File: src/rtl/sram_bus_arbiter_if.sv
// Requester/bus bundle for sram_bus_arbiter.
// slave  : the arbiter's view (takes requests, drives the SRAM bus).
// master : the environment's view (pipeline requesters plus the SRAM).
interface sram_bus_arbiter_if;
  logic        flush_i;
  logic        if_req_i;
  logic [31:0] if_addr_i;
  logic [31:0] if_rdata_o;
  logic        if_ready_o;
  logic        stallreq_if_o;
  logic        mem_req_i;
  logic        mem_we_i;
  logic [3:0]  mem_be_i;
  logic [31:0] mem_addr_i;
  logic [31:0] mem_wdata_i;
  logic [31:0] mem_rdata_o;
  logic        mem_ready_o;
  logic        stallreq_mem_o;
  logic        bus_req_o;
  logic        bus_we_o;
  logic [3:0]  bus_be_o;
  logic [31:0] bus_addr_o;
  logic [31:0] bus_wdata_o;
  logic [31:0] bus_rdata_i;

  modport slave (
    input  flush_i, if_req_i, if_addr_i, mem_req_i, mem_we_i, mem_be_i,
           mem_addr_i, mem_wdata_i, bus_rdata_i,
    output if_rdata_o, if_ready_o, stallreq_if_o, mem_rdata_o, mem_ready_o,
           stallreq_mem_o, bus_req_o, bus_we_o, bus_be_o, bus_addr_o, bus_wdata_o
  );

  modport master (
    output flush_i, if_req_i, if_addr_i, mem_req_i, mem_we_i, mem_be_i,
           mem_addr_i, mem_wdata_i, bus_rdata_i,
    input  if_rdata_o, if_ready_o, stallreq_if_o, mem_rdata_o, mem_ready_o,
           stallreq_mem_o, bus_req_o, bus_we_o, bus_be_o, bus_addr_o, bus_wdata_o
  );
endinterface

File: src/rtl/sram_bus_arbiter.sv
// Single-port SRAM bus arbiter between instruction fetch and data access.
// Data wins over fetch; each access holds the bus WAIT_CYCLES+1 cycles,
// then a one-cycle DONE state pulses the owner's ready.
// Optional macro ARB_FAIRNESS_EN: after FAIR_LIMIT consecutive data grants
// with a fetch waiting, the fetch is granted once.
module sram_bus_arbiter #(
  parameter int WAIT_CYCLES = 1,
  parameter int FAIR_LIMIT  = 4
) (
  input logic             clk,
  input logic             rst,
  sram_bus_arbiter_if.slave arb
);
  localparam int CW = (WAIT_CYCLES > 0) ? $clog2(WAIT_CYCLES + 1) : 1;

  localparam logic [1:0] IDLE = 2'd0;
  localparam logic [1:0] BUSY = 2'd1;
  localparam logic [1:0] DONE = 2'd2;

  logic [1:0]    state;
  logic          owner_mem;
  logic          discard;
  logic [CW-1:0] cnt;
  logic [31:0]   addr_q, wdata_q;
  logic [3:0]    be_q;
  logic          we_q;
  logic [31:0]   if_rdata_q, if_rdata_prev, mem_rdata_q;
  logic          any_req, grant_mem;

  assign any_req = arb.mem_req_i | arb.if_req_i;

`ifdef ARB_FAIRNESS_EN
  localparam int FW = ($clog2(FAIR_LIMIT + 1) < 3) ? 3 : $clog2(FAIR_LIMIT + 1);
  logic [FW-1:0] fair_cnt;

  // Data normally wins, except once the fetch has been starved FAIR_LIMIT times
  assign grant_mem = arb.mem_req_i &
                     ~(arb.if_req_i & (fair_cnt == FW'(FAIR_LIMIT)));

  // Count data grants made over a waiting fetch; any fetch grant or idle fetch clears
  always_ff @(posedge clk or negedge rst) begin
    if (!rst) begin
      fair_cnt <= '0;
    end else if (state == IDLE && any_req) begin
      if (grant_mem && arb.if_req_i) fair_cnt <= fair_cnt + 1'b1;
      else                           fair_cnt <= '0;
    end
  end
`else
  assign grant_mem = arb.mem_req_i;
`endif

  // Grant / bus-cycle / completion sequencing
  always_ff @(posedge clk or negedge rst) begin
    if (!rst) begin
      state         <= IDLE;
      owner_mem     <= 1'b0;
      discard       <= 1'b0;
      cnt           <= '0;
      addr_q        <= '0;
      wdata_q       <= '0;
      be_q          <= '0;
      we_q          <= 1'b0;
      if_rdata_q    <= '0;
      if_rdata_prev <= '0;
      mem_rdata_q   <= '0;
    end else begin
      case (state)
        IDLE: begin
          discard <= 1'b0;
          if (any_req) begin
            owner_mem <= grant_mem;
            addr_q    <= grant_mem ? arb.mem_addr_i  : arb.if_addr_i;
            be_q      <= grant_mem ? arb.mem_be_i    : 4'b1111;
            we_q      <= grant_mem & arb.mem_we_i;
            wdata_q   <= grant_mem ? arb.mem_wdata_i : '0;
            cnt       <= CW'(WAIT_CYCLES);
            state     <= BUSY;
          end
        end
        BUSY: begin
          if (!owner_mem && arb.flush_i) discard <= 1'b1;
          if (cnt == '0) begin
            state <= DONE;
            if (owner_mem) begin
              if (!we_q) mem_rdata_q <= arb.bus_rdata_i;
            end else if (!discard && !arb.flush_i) begin
              if_rdata_prev <= if_rdata_q;
              if_rdata_q    <= arb.bus_rdata_i;
            end
          end else begin
            cnt <= cnt - 1'b1;
          end
        end
        DONE: begin
          state   <= IDLE;
          discard <= 1'b0;
          // A flush landing in the DONE cycle itself: the word was already
          // captured, so put the previous fetch result back
          if (!owner_mem && !discard && arb.flush_i) if_rdata_q <= if_rdata_prev;
        end
        default: state <= IDLE;
      endcase
    end
  end

  // Bus drive comes straight from the latched request; ready is a decode of DONE
  always_comb begin
    arb.bus_req_o      = (state == BUSY);
    arb.bus_we_o       = we_q;
    arb.bus_be_o       = be_q;
    arb.bus_addr_o     = addr_q;
    arb.bus_wdata_o    = wdata_q;
    arb.if_rdata_o     = if_rdata_q;
    arb.mem_rdata_o    = mem_rdata_q;
    arb.if_ready_o     = (state == DONE) & ~owner_mem & ~discard & ~arb.flush_i;
    arb.mem_ready_o    = (state == DONE) & owner_mem;
    arb.stallreq_if_o  = arb.if_req_i  & ~arb.if_ready_o;
    arb.stallreq_mem_o = arb.mem_req_i & ~arb.mem_ready_o;
  end
endmodule

File: src/flat_wrapper.sv
// flat-port wrapper written by rule: the top's interface ports become plain ports
module sram_bus_arbiter_flat 
#(
  parameter int WAIT_CYCLES = 1,
  parameter int FAIR_LIMIT  = 4
)
  (clk, rst, arb_flush_i, arb_if_req_i, arb_if_addr_i, arb_mem_req_i, arb_mem_we_i, arb_mem_be_i, arb_mem_addr_i, arb_mem_wdata_i, arb_bus_rdata_i, arb_if_rdata_o, arb_if_ready_o, arb_stallreq_if_o, arb_mem_rdata_o, arb_mem_ready_o, arb_stallreq_mem_o, arb_bus_req_o, arb_bus_we_o, arb_bus_be_o, arb_bus_addr_o, arb_bus_wdata_o);
  sram_bus_arbiter_if arb_i ();
  input logic clk;
  input logic rst;
  input wire logic [$bits(arb_i.flush_i)-1:0] arb_flush_i;
  input wire logic [$bits(arb_i.if_req_i)-1:0] arb_if_req_i;
  input wire logic [$bits(arb_i.if_addr_i)-1:0] arb_if_addr_i;
  input wire logic [$bits(arb_i.mem_req_i)-1:0] arb_mem_req_i;
  input wire logic [$bits(arb_i.mem_we_i)-1:0] arb_mem_we_i;
  input wire logic [$bits(arb_i.mem_be_i)-1:0] arb_mem_be_i;
  input wire logic [$bits(arb_i.mem_addr_i)-1:0] arb_mem_addr_i;
  input wire logic [$bits(arb_i.mem_wdata_i)-1:0] arb_mem_wdata_i;
  input wire logic [$bits(arb_i.bus_rdata_i)-1:0] arb_bus_rdata_i;
  output wire logic [$bits(arb_i.if_rdata_o)-1:0] arb_if_rdata_o;
  output wire logic [$bits(arb_i.if_ready_o)-1:0] arb_if_ready_o;
  output wire logic [$bits(arb_i.stallreq_if_o)-1:0] arb_stallreq_if_o;
  output wire logic [$bits(arb_i.mem_rdata_o)-1:0] arb_mem_rdata_o;
  output wire logic [$bits(arb_i.mem_ready_o)-1:0] arb_mem_ready_o;
  output wire logic [$bits(arb_i.stallreq_mem_o)-1:0] arb_stallreq_mem_o;
  output wire logic [$bits(arb_i.bus_req_o)-1:0] arb_bus_req_o;
  output wire logic [$bits(arb_i.bus_we_o)-1:0] arb_bus_we_o;
  output wire logic [$bits(arb_i.bus_be_o)-1:0] arb_bus_be_o;
  output wire logic [$bits(arb_i.bus_addr_o)-1:0] arb_bus_addr_o;
  output wire logic [$bits(arb_i.bus_wdata_o)-1:0] arb_bus_wdata_o;
  assign arb_i.flush_i = arb_flush_i;
  assign arb_i.if_req_i = arb_if_req_i;
  assign arb_i.if_addr_i = arb_if_addr_i;
  assign arb_i.mem_req_i = arb_mem_req_i;
  assign arb_i.mem_we_i = arb_mem_we_i;
  assign arb_i.mem_be_i = arb_mem_be_i;
  assign arb_i.mem_addr_i = arb_mem_addr_i;
  assign arb_i.mem_wdata_i = arb_mem_wdata_i;
  assign arb_i.bus_rdata_i = arb_bus_rdata_i;
  assign arb_if_rdata_o = arb_i.if_rdata_o;
  assign arb_if_ready_o = arb_i.if_ready_o;
  assign arb_stallreq_if_o = arb_i.stallreq_if_o;
  assign arb_mem_rdata_o = arb_i.mem_rdata_o;
  assign arb_mem_ready_o = arb_i.mem_ready_o;
  assign arb_stallreq_mem_o = arb_i.stallreq_mem_o;
  assign arb_bus_req_o = arb_i.bus_req_o;
  assign arb_bus_we_o = arb_i.bus_we_o;
  assign arb_bus_be_o = arb_i.bus_be_o;
  assign arb_bus_addr_o = arb_i.bus_addr_o;
  assign arb_bus_wdata_o = arb_i.bus_wdata_o;
  sram_bus_arbiter #(.WAIT_CYCLES(WAIT_CYCLES), .FAIR_LIMIT(FAIR_LIMIT)) u_core (.clk(clk), .rst(rst), .arb(arb_i));
endmodule
File: config.mk
export PLATFORM = sky130hd
export DESIGN_NAME = sram_bus_arbiter_flat
export DESIGN_NICKNAME = d
export VERILOG_FILES = /design/src/rtl/sram_bus_arbiter_if.sv /design/src/rtl/sram_bus_arbiter.sv /design/src/flat_wrapper.sv
export SDC_FILE = /design/constraint.sdc
export NUM_CORES = 1
export LEC_CHECK = 0
export ABC_AREA = 1
export BUFFER_PORTS_ARGS = -buffer_cell sky130_fd_sc_hd__buf_2
export CAP_MARGIN = 10
export CORE_AREA = 2 2 131 133
export DETAILED_ROUTE_END_ITERATION = 16
export DIE_AREA = 0 0 133 135
export GPL_TIMING_DRIVEN = 0
export PLACE_DENSITY = 0.84
export SYNTH_ARGS = -nofsm -noshare
export SYNTH_HDL_FRONTEND = slang
export SYNTH_SLANG_ARGS = --single-unit
File: constraint.sdc
create_clock -name clk -period 1.58 [get_ports clk]
set_clock_uncertainty 0.15 [all_clocks]
set_input_delay 0 -clock clk [delete_from_list [all_inputs] [get_ports clk]]
set_output_delay 0 -clock clk [all_outputs]
set_load 0.005 [all_outputs]
==> flow_summary.toml, run 1 <==
[sta]
fin_tns_setup_ns = -16.61
min_period_over_period_pct = 114
slew_headroom_pct = 56.6
drv_slew = 0
fmax_mhz = 557
setup_viol = 117
rsz0062_at_grt = "yes"
whs_ns = -0.0811
worstMarginPinSlew_ns = 0.651
finalHoldViolCount = 45
setup_slack_ns = -0.215
period_needed_ns = 1.80

[flow_run]
cap_violations = 0

[clock_network]
ctsLongestPathBuffers = 2
clock-sinks = 170
clock_latency_ns = 0.44
clk_pin_slew_worst_paths_ns = 0.07
root_buffer = "clkbuf_16"
holdBufCountCts = 140
cts_tree = "built"
htree_levels = 4
cts_made_buffers = 17

[critical_path]
crit_path_end_kind = "register"
path_max_fanout = 8
cp_data_required_time_ns = 1.74
arrival_ns = 1.96
start_kind = "register"
path_class = "register to register"

[finish]
drive_gt1_share_pct = 34.6
final_cell_mix = "buf_2, nand2_1, dfrtp_1, dlygate4sd3_1, nor2_1"
syn2layout_area_growth_pct = 60.0
fin_nets = 1459
final_common_cell = "buf_2"
final_util_pct = 71.6
fin_cells = 1550

[synthesis]
synth_seq_cells = 170
syn_inst = 859
syn_area_um2 = 7340
syn_nets = 1002
synthDistinctLibCells = 25
synth_warnings = 0
yosysSeqAreaShare_pct = 57.9
syn_avg_cell_area_um2 = 8.55

[floorplan]
num_io_pins = 276
dieHeight_um = 135
initial_utilization_pct = 44.8
die_w_um = 133
die-area_um2 = 18000
num_rows = 47
core-area_um2 = 16400

[detailed_routing]
drcViolationCount = 0
vias = 8318
drtIter0Drc = 791
vias_per_cell = 5.37
antenna_left = 0
routed_wl_mm = 30.4
first_pass_iters = 5
post_drt_wl_per_cell_um = 19.6

[power_and_ir_drop]
leakagePower_uw = 0.00619
max-vdd-ir-drop_v = 0.00109
power_density_nw_per_um2 = 1930
power_uw = 22700

[placement]
dp_cells = 1354
dp_hpwl_mm = 16.1
dpl_worst_slack_ns = -0.430
port_buffers = 274
place.gp.congestion = 0.924

[global_route]
grt_overflow = 0
antenna_found_initial = 2
grt.total_usage_pct = 33.5
use_met3_pct = 10.8
top_usage_layer = "met2"
grt_max_degree = 126
grt_pass1_vias = 8499
grt_pass1_wl_mm = 45.9
grt_use_met1_pct = 36.9
use_met2_pct = 55.2

[status]
outcome = "finished with violations"
violations = "negative hold slack, negative setup slack"

[worst_hold_path]
min_path_type = "input pin to asynchronous set/reset pin"
-- sequential cells by signal, summed over array words and instances, names as in the netlist, 2 cells and up --
register	flops
u_core.arb.bus_addr_o	32
u_core.state	2
u_core.arb.bus_be_o	4
u_core.arb.if_rdata_o	32
u_core.arb.bus_wdata_o	32
u_core.if_rdata_prev	32
u_core.arb.mem_rdata_o	32
-- cells in the mapped netlist --
| library cell | number | area share (%) |
|---|---|---|
| nor2_4 | 1 | 0.15 |
| o31ai_1 | 32 | 3.3 |
| a21oi_1 | 1 | 0.068 |
| inv_2 | 4 | 0.20 |
| clkbuf_1 | 6 | 0.31 |
| o21ai_0 | 35 | 2.4 |
| buf_4 | 6 | 0.61 |
| o22ai_1 | 1 | 0.085 |
| nand3_2 | 2 | 0.27 |
| nand2_4 | 1 | 0.15 |
| dfrtp_1 | 170 | 58 |
| buf_2 | 31 | 2.1 |
| buf_6 | 5 | 0.77 |
| o21ai_1 | 68 | 4.6 |
| inv_1 | 73 | 3.7 |
| and3_1 | 1 | 0.085 |
| nor2_8 | 1 | 0.27 |
| nand2_1 | 295 | 15 |
| inv_4 | 1 | 0.085 |
| nand3_1 | 33 | 2.2 |
| nor2_1 | 81 | 4.1 |
| ha_1 | 5 | 0.85 |
| nor2_2 | 2 | 0.17 |
| o21ai_2 | 1 | 0.12 |
| nand2_2 | 3 | 0.26 |
-- logic make-up after synthesis --
| logic type | Yosys count | share of synthesized area (%) |
|---|---|---|
| AO/OA/AOI/OAI | 138 | 10.6 |
| adder cells (fa/ha/maj) | 5 | 0.852 |
| buffers and inverters | 126 | 7.82 |
| flip-flops | 170 | 57.9 |
| AND/OR/NAND/NOR | 420 | 22.8 |
-- layout make-up --
type                    instances  area (µm²)
flip-flops and latches        170        4260
clock inverters                13         136
diodes                          2        5.00
fillers                      1039        4650
repair buffers                437        3080
clock buffers                  18         439
plain buffers                  48         430
inverters                      78         298
multi-input cells             564        2840
well taps                     220         275
-- power breakdown --
| part | internal (µW) | leakage (µW) | switching (µW) |
|---|---|---|---|
| logic | 4530 | 0.00379 | 5780 |
| registers | 6580 | 0.00212 | 1660 |
| clock network | 2260 | 0.000280 | 1920 |
-- worst max-delay path: stages, from the launching register on --
cell and delay (ns):
dfrtp_1 0.39, inv_2 0.12, ha_4 0.19, inv_4 0.04, nor2_4 0.17, nand3_4 0.24
buf_6 0.23, nand2_2 0.07, o21ai_1 0.07
-- stage by stage --
step                      hold WS [ns]  instance area, µm²
final                          -0.0811               11800
after global placement          0.0444                8990
after CTS                      -0.0809               11500
after global routing           -0.0544               11800
after floorplan                 -0.446                7350
after detailed placement        -0.222                9030
-- timing repair --
action / CTS / global route
buffers inserted: 12 / 2
gates cloned: 9 / 0
gates resized for setup: 99 / 60
endpoints found under the hold margin: 307 / 45
pin swaps: 6 / 4
endpoints found under the setup margin: 172 / 170
-- final timing paths --
path	from	endpoint	slack [ns]	cells past startpoint
max in group asynchronous	rst	u_core.state[0]$_DFFE_PN0P_	0.39	3
max	u_core.state[1]$_DFFE_PN0P_	u_core.arb.mem_rdata_o[16]$_DFFE_PN0P_	-0.22	8
min in group clk	arb_mem_wdata_i[3]	u_core.arb.bus_wdata_o[3]$_DFFE_PN0P_	0.16	4
min	rst	u_core.arb.if_rdata_o[28]$_DFFE_PN0P_	-0.08	2
max reg2reg	u_core.state[1]$_DFFE_PN0P_	u_core.arb.mem_rdata_o[16]$_DFFE_PN0P_	-0.22	8
min reg2reg	u_core.arb.bus_addr_o[25]$_DFFE_PN0P_	u_core.arb.bus_addr_o[25]$_DFFE_PN0P_	0.33	2
-- layer usage --
metal	wire length, µm	up-vias
li1	-	3623
met1	10500	3889
met2	14500	609
met3	3140	195
met4	2230	2
met5	13	-
(Power assumes the default switching activity.)
==> run 2: changes to the inputs <==
--- a/config.mk
+++ b/config.mk
@@ -8,11 +8,13 @@
 export ABC_AREA = 1
 export BUFFER_PORTS_ARGS = -buffer_cell sky130_fd_sc_hd__buf_2
 export CAP_MARGIN = 10
-export CORE_AREA = 2 2 131 133
+export CELL_PAD_IN_SITES_DETAIL_PLACEMENT = 1
+export CELL_PAD_IN_SITES_GLOBAL_PLACEMENT = 1
+export CORE_AREA = 2 2 155 157
 export DETAILED_ROUTE_END_ITERATION = 16
-export DIE_AREA = 0 0 133 135
+export DIE_AREA = 0 0 157 159
 export GPL_TIMING_DRIVEN = 0
-export PLACE_DENSITY = 0.84
+export PLACE_DENSITY = 0.83
 export SYNTH_ARGS = -nofsm -noshare
 export SYNTH_HDL_FRONTEND = slang
 export SYNTH_SLANG_ARGS = --single-unit
==> run 2 against run 1 <==
Net effect:
- the flow still finishes with violations (negative hold slack, negative setup slack)
- critical path depth rose by 2
- utilization fell by 18 points
- register-to-register slack got worse by 0.07 ns
==> flow_summary.toml, run 2 (synthesis gave the netlist of run 1 again) <==
[status]
outcome = "finished with violations"
violations = "negative hold slack, negative setup slack"

[critical_path]
path_max_fanout = 5
reg2reg_slack_ns = -0.29
arrival_ns = 2.03
path_class = "register to register"
r2r-start = "u_core.state[1]$_DFFE_PN0P_"
rr_worst_depth = 10
crit_path_end_kind = "register"
r2r-end = "u_core.arb.mem_rdata_o[1]$_DFFE_PN0P_"
start_kind = "register"
cp_data_required_time_ns = 1.74

[placement]
dpl_worst_slack_ns = -0.501
dp_cells = 1453
place.gp.congestion = 0.791
port_buffers = 274
dp_hpwl_mm = 18.2

[clock_network]
ctsLongestPathBuffers = 2
cts_made_buffers = 17
root_buffer = "clkbuf_16"
clock_latency_ns = 0.43
clk_pin_slew_worst_paths_ns = 0.07
cts_tree = "built"
clock-sinks = 170
htree_levels = 4

[sta]
setup_viol = 160
rsz0062_at_grt = "yes"
fmax_mhz = 536
worstMarginPinSlew_ns = 0.720
setup_slack_ns = -0.286
period_needed_ns = 1.87
slew_headroom_pct = 51.8
finalHoldViolCount = 47
min_period_over_period_pct = 118
drv_slew = 0
whs_ns = -0.0574

[floorplan]
dieHeight_um = 159
die_w_um = 157
num_rows = 56
core-area_um2 = 23200
num_io_pins = 276
die-area_um2 = 25000
initial_utilization_pct = 31.7

[power_and_ir_drop]
pwr-share-comb_pct = 47.9
switchingPower_uw = 10200
p_clk_share_pct = 17.8
power_uw = 24400
max-vdd-ir-drop_v = 0.000791
p_int_uw = 14200
power_density_nw_per_um2 = 1960
swShare_pct = 41.9
leakagePower_uw = 0.00642
p_seq_share_pct = 34.2

[worst_hold_path]
min_path_type = "input pin to asynchronous set/reset pin"

[global_route]
antenna_found_initial = 0
grt_pass1_wl_mm = 49.5
grt.total_usage_pct = 25.7
grt_pass1_vias = 8919
grt_overflow = 0
grt_max_degree = 107

[finish]
syn2layout_area_growth_pct = 69.6
fin_cells = 1661
antenna_cells = 0
drive_gt1_share_pct = 39.7
final_util_pct = 53.7
final_cell_mix = "buf_2, nand2_1, dfrtp_1, dlygate4sd3_1, nor2_1"
fin_nets = 1472
final_common_cell = "buf_2"

[detailed_routing]
drcViolationCount = 0
post_drt_wl_per_cell_um = 19.9
drtIter0Drc = 350
vias = 8024
routed_wl_mm = 33.1
vias_per_cell = 4.83
first_pass_iters = 5
antenna_left = 0

[flow_run]
cap_violations = 0
[run 2: cell types whose count changed in the layout (fill, tap and decap cells not counted), sizes merged, moves of 2 or more]
| cell | change |
|---|---|
| clkbuf | +3 |
| dlygate4sd3 | +2 |
| buf | +6 |
| clkinv | +2 |
| diode | -2 |
[run 2: critical path, cell delays in order (launching register included)]
cell,delay [ns]
dfrtp_1,0.39
inv_2,0.12
ha_4,0.20
inv_4,0.06
nor2_4,0.15
nand3_4,0.11
buf_12,0.16
buf_8,0.13
clkbuf_16,0.16
nand2_4,0.06
o21ai_2,0.05
[run 2: cell type report]
type                       instances  area, µm²
buffer                            46        413
sequential                       170       4260
fill                            2652      10700
clock buffer                      17        425
clock inverter                    15        176
tap                              319        399
inverter                          78        300
multi-input combinational        565       3150
timing repair buffer             451       3330
[run 2: worst max path at each step]
stage,startpoint,endpoint,slack [ns],depth (start not counted)
6_report,u_core.state[1]$_DFFE_PN0P_,u_core.arb.mem_rdata_o[1]$_DFFE_PN0P_,-0.29,10
5_1_grt,u_core.state[1]$_DFFE_PN0P_,u_core.arb.mem_rdata_o[1]$_DFFE_PN0P_,-0.34,10
4_1_cts,u_core.state[1]$_DFFE_PN0P_,u_core.arb.mem_rdata_o[26]$_DFFE_PN0P_,-0.23,9
3_5_place_dp,u_core.state[1]$_DFFE_PN0P_,u_core.arb.mem_rdata_o[24]$_DFFE_PN0P_,-0.50,8
3_3_place_gp,rst,u_core.arb.bus_wdata_o[28]$_DFFE_PN0P_,-2.47,1
2_1_floorplan,u_core.state[1]$_DFFE_PN0P_,u_core.arb.mem_rdata_o[19]$_DFFE_PN0P_,-0.006,8
[run 2: metrics by stage]
stage / TNS, ns / cell area, µm² / hold slack, ns
2_1_floorplan: -0.338 / 7350 / -0.446
3_3_place_gp: -459.16 / 9120 / 0.0447
3_5_place_dp: -49.08 / 9150 / -0.170
4_1_cts: -20.80 / 11700 / -0.0320
5_1_grt: -35.94 / 12500 / -0.0488
6_report: -23.35 / 12500 / -0.0574
[run 2: timing repair]
item | in CTS | in global routing
pin swaps | 6 | 16
endpoints found under the setup margin | 172 | 166
buffers inserted | 17 | 9
gates resized for setup | 77 | 166
endpoints found under the hold margin | 307 | 4
cloned | 6 | 6
hold buffers | 140 | 2
[run 2: metal layers]
layer	up-vias	GRT usage, %	wire, µm
met5	-	0	0
met4	0	8.17	961
met3	59	6.70	2140
met2	318	46.0	17300
met1	3986	29.6	12700
li1	3661	-	-
[run 2: power by group through the flow]
stage	clock network, µW	logic, µW	registers, µW
floorplan	0	4270	7920
global placement	0	7820	7890
detailed placement	0	8160	7950
CTS	4400	9690	7980
global route	4630	12800	8590
finish	4360	11700	8360
==> run 3: changes to the inputs <==
--- a/config.mk
+++ b/config.mk
@@ -13,7 +13,7 @@
 export CORE_AREA = 2 2 155 157
 export DETAILED_ROUTE_END_ITERATION = 16
 export DIE_AREA = 0 0 157 159
-export GPL_TIMING_DRIVEN = 0
+export GPL_TIMING_DRIVEN = 1
 export PLACE_DENSITY = 0.83
 export SYNTH_ARGS = -nofsm -noshare
 export SYNTH_HDL_FRONTEND = slang
==> run 3 against run 2 <==
Net effect:
- the flow finishes with violations (negative setup slack)
- cell count is 2.1% lower
- flip-flop and latch count is the same
- global-route usage shrank 2.2 points
- combinational power decreased by 7%
- setup slack better by 0.048 ns
- non-clock buffer count shrank 35
- cell area decreased by 2.2%
- total power decreased by 0.84%
- worst hold slack gained 0.095 ns
- utilization shrank 1.2 points
- routed wire length is 4.5% higher
==> flow_summary.toml, run 3 (synthesis gave the netlist of run 1 again) <==
[floorplan]
dieHeight_um = 159
initial_utilization_pct = 31.7
num_io_pins = 276
core-area_um2 = 23200
die_w_um = 157
die-area_um2 = 25000
num_rows = 56

[clock_network]
clk_pin_slew_worst_paths_ns = 0.08
ctsLongestPathBuffers = 2
cts_tree = "built"
htree_levels = 4
clock_latency_ns = 0.43
clock-sinks = 170
root_buffer = "clkbuf_16"
cts_made_buffers = 17

[finish]
syn2layout_area_growth_pct = 65.8
fillerInstances = 2652
final_util_pct = 52.5
multi_input_area_um2 = 3050
final_common_cell = "buf_2"
drive_gt1_share_pct = 37.7
regArea_um2 = 4260
final_cell_mix = "buf_2, nand2_1, dfrtp_1, dlygate4sd3_1, nor2_1"
fin_area_um2 = 12200
fin_nets = 1435

[placement]
place.gp.congestion = 0.783
dp_hpwl_mm = 16.1
port_buffers = 275
place_area_um2 = 9230

[power_and_ir_drop]
leakagePower_uw = 0.00635
power_density_nw_per_um2 = 1990
max-vdd-ir-drop_v = 0.000796

[flow_run]
cap_violations = 0

[detailed_routing]
drcViolationCount = 0
vias = 8037
post_drt_wl_per_cell_um = 21.3
vias_per_cell = 4.94
first_pass_iters = 4
drtIter0Drc = 356
antenna_left = 0
routed_wl_mm = 34.6

[sta]
period_needed_ns = 1.82
slew_headroom_pct = 67.8
fin_tns_setup_ns = -16.39
setup_slack_ns = -0.238
min_period_over_period_pct = 115
fmax_mhz = 550
finalHoldViolCount = 0
worstMarginPinSlew_ns = 0.478
drv_slew = 0
rsz0062_at_grt = "yes"
setup_viol = 136
whs_ns = 0.0381

[global_route]
grt.total_usage_pct = 23.4
grt_overflow = 0
grt_max_degree = 65
grt_pass1_vias = 8624
grt_pass1_wl_mm = 45.9
antenna_found_initial = 3

[status]
violations = "negative setup slack"
outcome = "finished with violations"

[critical_path]
cp_data_required_time_ns = 1.74
path_max_fanout = 16
path_buf_inv = 3
critPathMaxStageDelay_ns = 0.39
cp_cell_sequence = "inv_2 > ha_4 > inv_4 > nor2_4 > nand3_4 > clkbuf_16 > nand2_1 > o21ai_1"
arrival_ns = 1.97
crit_slowest_cell = "dfrtp_1"
path_class = "register to register"
cpLargestDelayFamily = "buffers and inverters"
start_kind = "register"
crit_path_end_kind = "register"

[worst_hold_path]
min_path_type = "input pin to register"
-- run 3: layout make-up --
| type | count | share of cell area [%] |
|---|---|---|
| repair buffers | 462 | 28.6 |
| inverters | 78 | 2.51 |
| well taps | 319 | 3.28 |
| flip-flops and latches | 170 | 34.9 |
| clock inverters | 14 | 2.10 |
| multi-input cells | 563 | 25.0 |
| diodes | 3 | 0.0616 |
| clock buffers | 17 | 3.49 |
-- run 3: report_power, final --
part	total [µW]	internal (µW)	leakage (µW)	switching, µW
Combinational	10900	4770	0.00390	6110
Clock	5040	3010	0.000326	2030
Sequential	8300	6580	0.00212	1720
-- run 3: metal layers --
metal / part of all wire [%] / GRT usage, % / up-vias
li1: - / - / 3567
met4: 4.7 / 11.3 / 0
met5: 0 / 0 / -
met3: 6.8 / 6.56 / 109
met2: 51 / 39.7 / 365
met1: 37 / 27.2 / 3996
-- run 3: worst register-to-register path: stages, from the launching register on --
cell and delay [ns]:
dfrtp_1 0.39, inv_2 0.13, ha_4 0.20, inv_4 0.05
nor2_4 0.14, nand3_4 0.20, clkbuf_16 0.26, nand2_1 0.09
o21ai_1 0.09
-- run 3: final timing paths --
kind	start	to	slack [ns]	cells past startpoint
max in group asynchronous	rst	u_core.arb.bus_wdata_o[2]$_DFFE_PN0P_	0.24	4
hold reg to reg	u_core.arb.bus_addr_o[28]$_DFFE_PN0P_	u_core.arb.bus_addr_o[28]$_DFFE_PN0P_	0.33	2
hold / removal	arb_mem_req_i	u_core.arb.bus_addr_o[7]$_DFFE_PN0P_	0.04	5
setup reg to reg	u_core.state[1]$_DFFE_PN0P_	u_core.arb.mem_rdata_o[22]$_DFFE_PN0P_	-0.24	8
setup / recovery	u_core.state[1]$_DFFE_PN0P_	u_core.arb.mem_rdata_o[22]$_DFFE_PN0P_	-0.24	8
min in group asynchronous	rst	u_core.arb.mem_rdata_o[1]$_DFFE_PN0P_	0.40	3
-- run 3: stage by stage --
step                power [µW]  cells  setup WS [ns]
global route             25700   1626         -0.307
finish                   24200   1626         -0.238
detailed placement       16200   1435         -0.245
CTS                      21700   1606         -0.135
global placement         15700   1435         -0.130
floorplan                12200    859       -0.00645
-- run 3: repair_timing --
action,CTS,global route
gates cloned,0,12
setup endpoints to repair,124,173
hold buffers,138,0
pin swaps,5,22
gates resized for setup,16,155
setup buffers,2,5
hold endpoints to repair,306,0
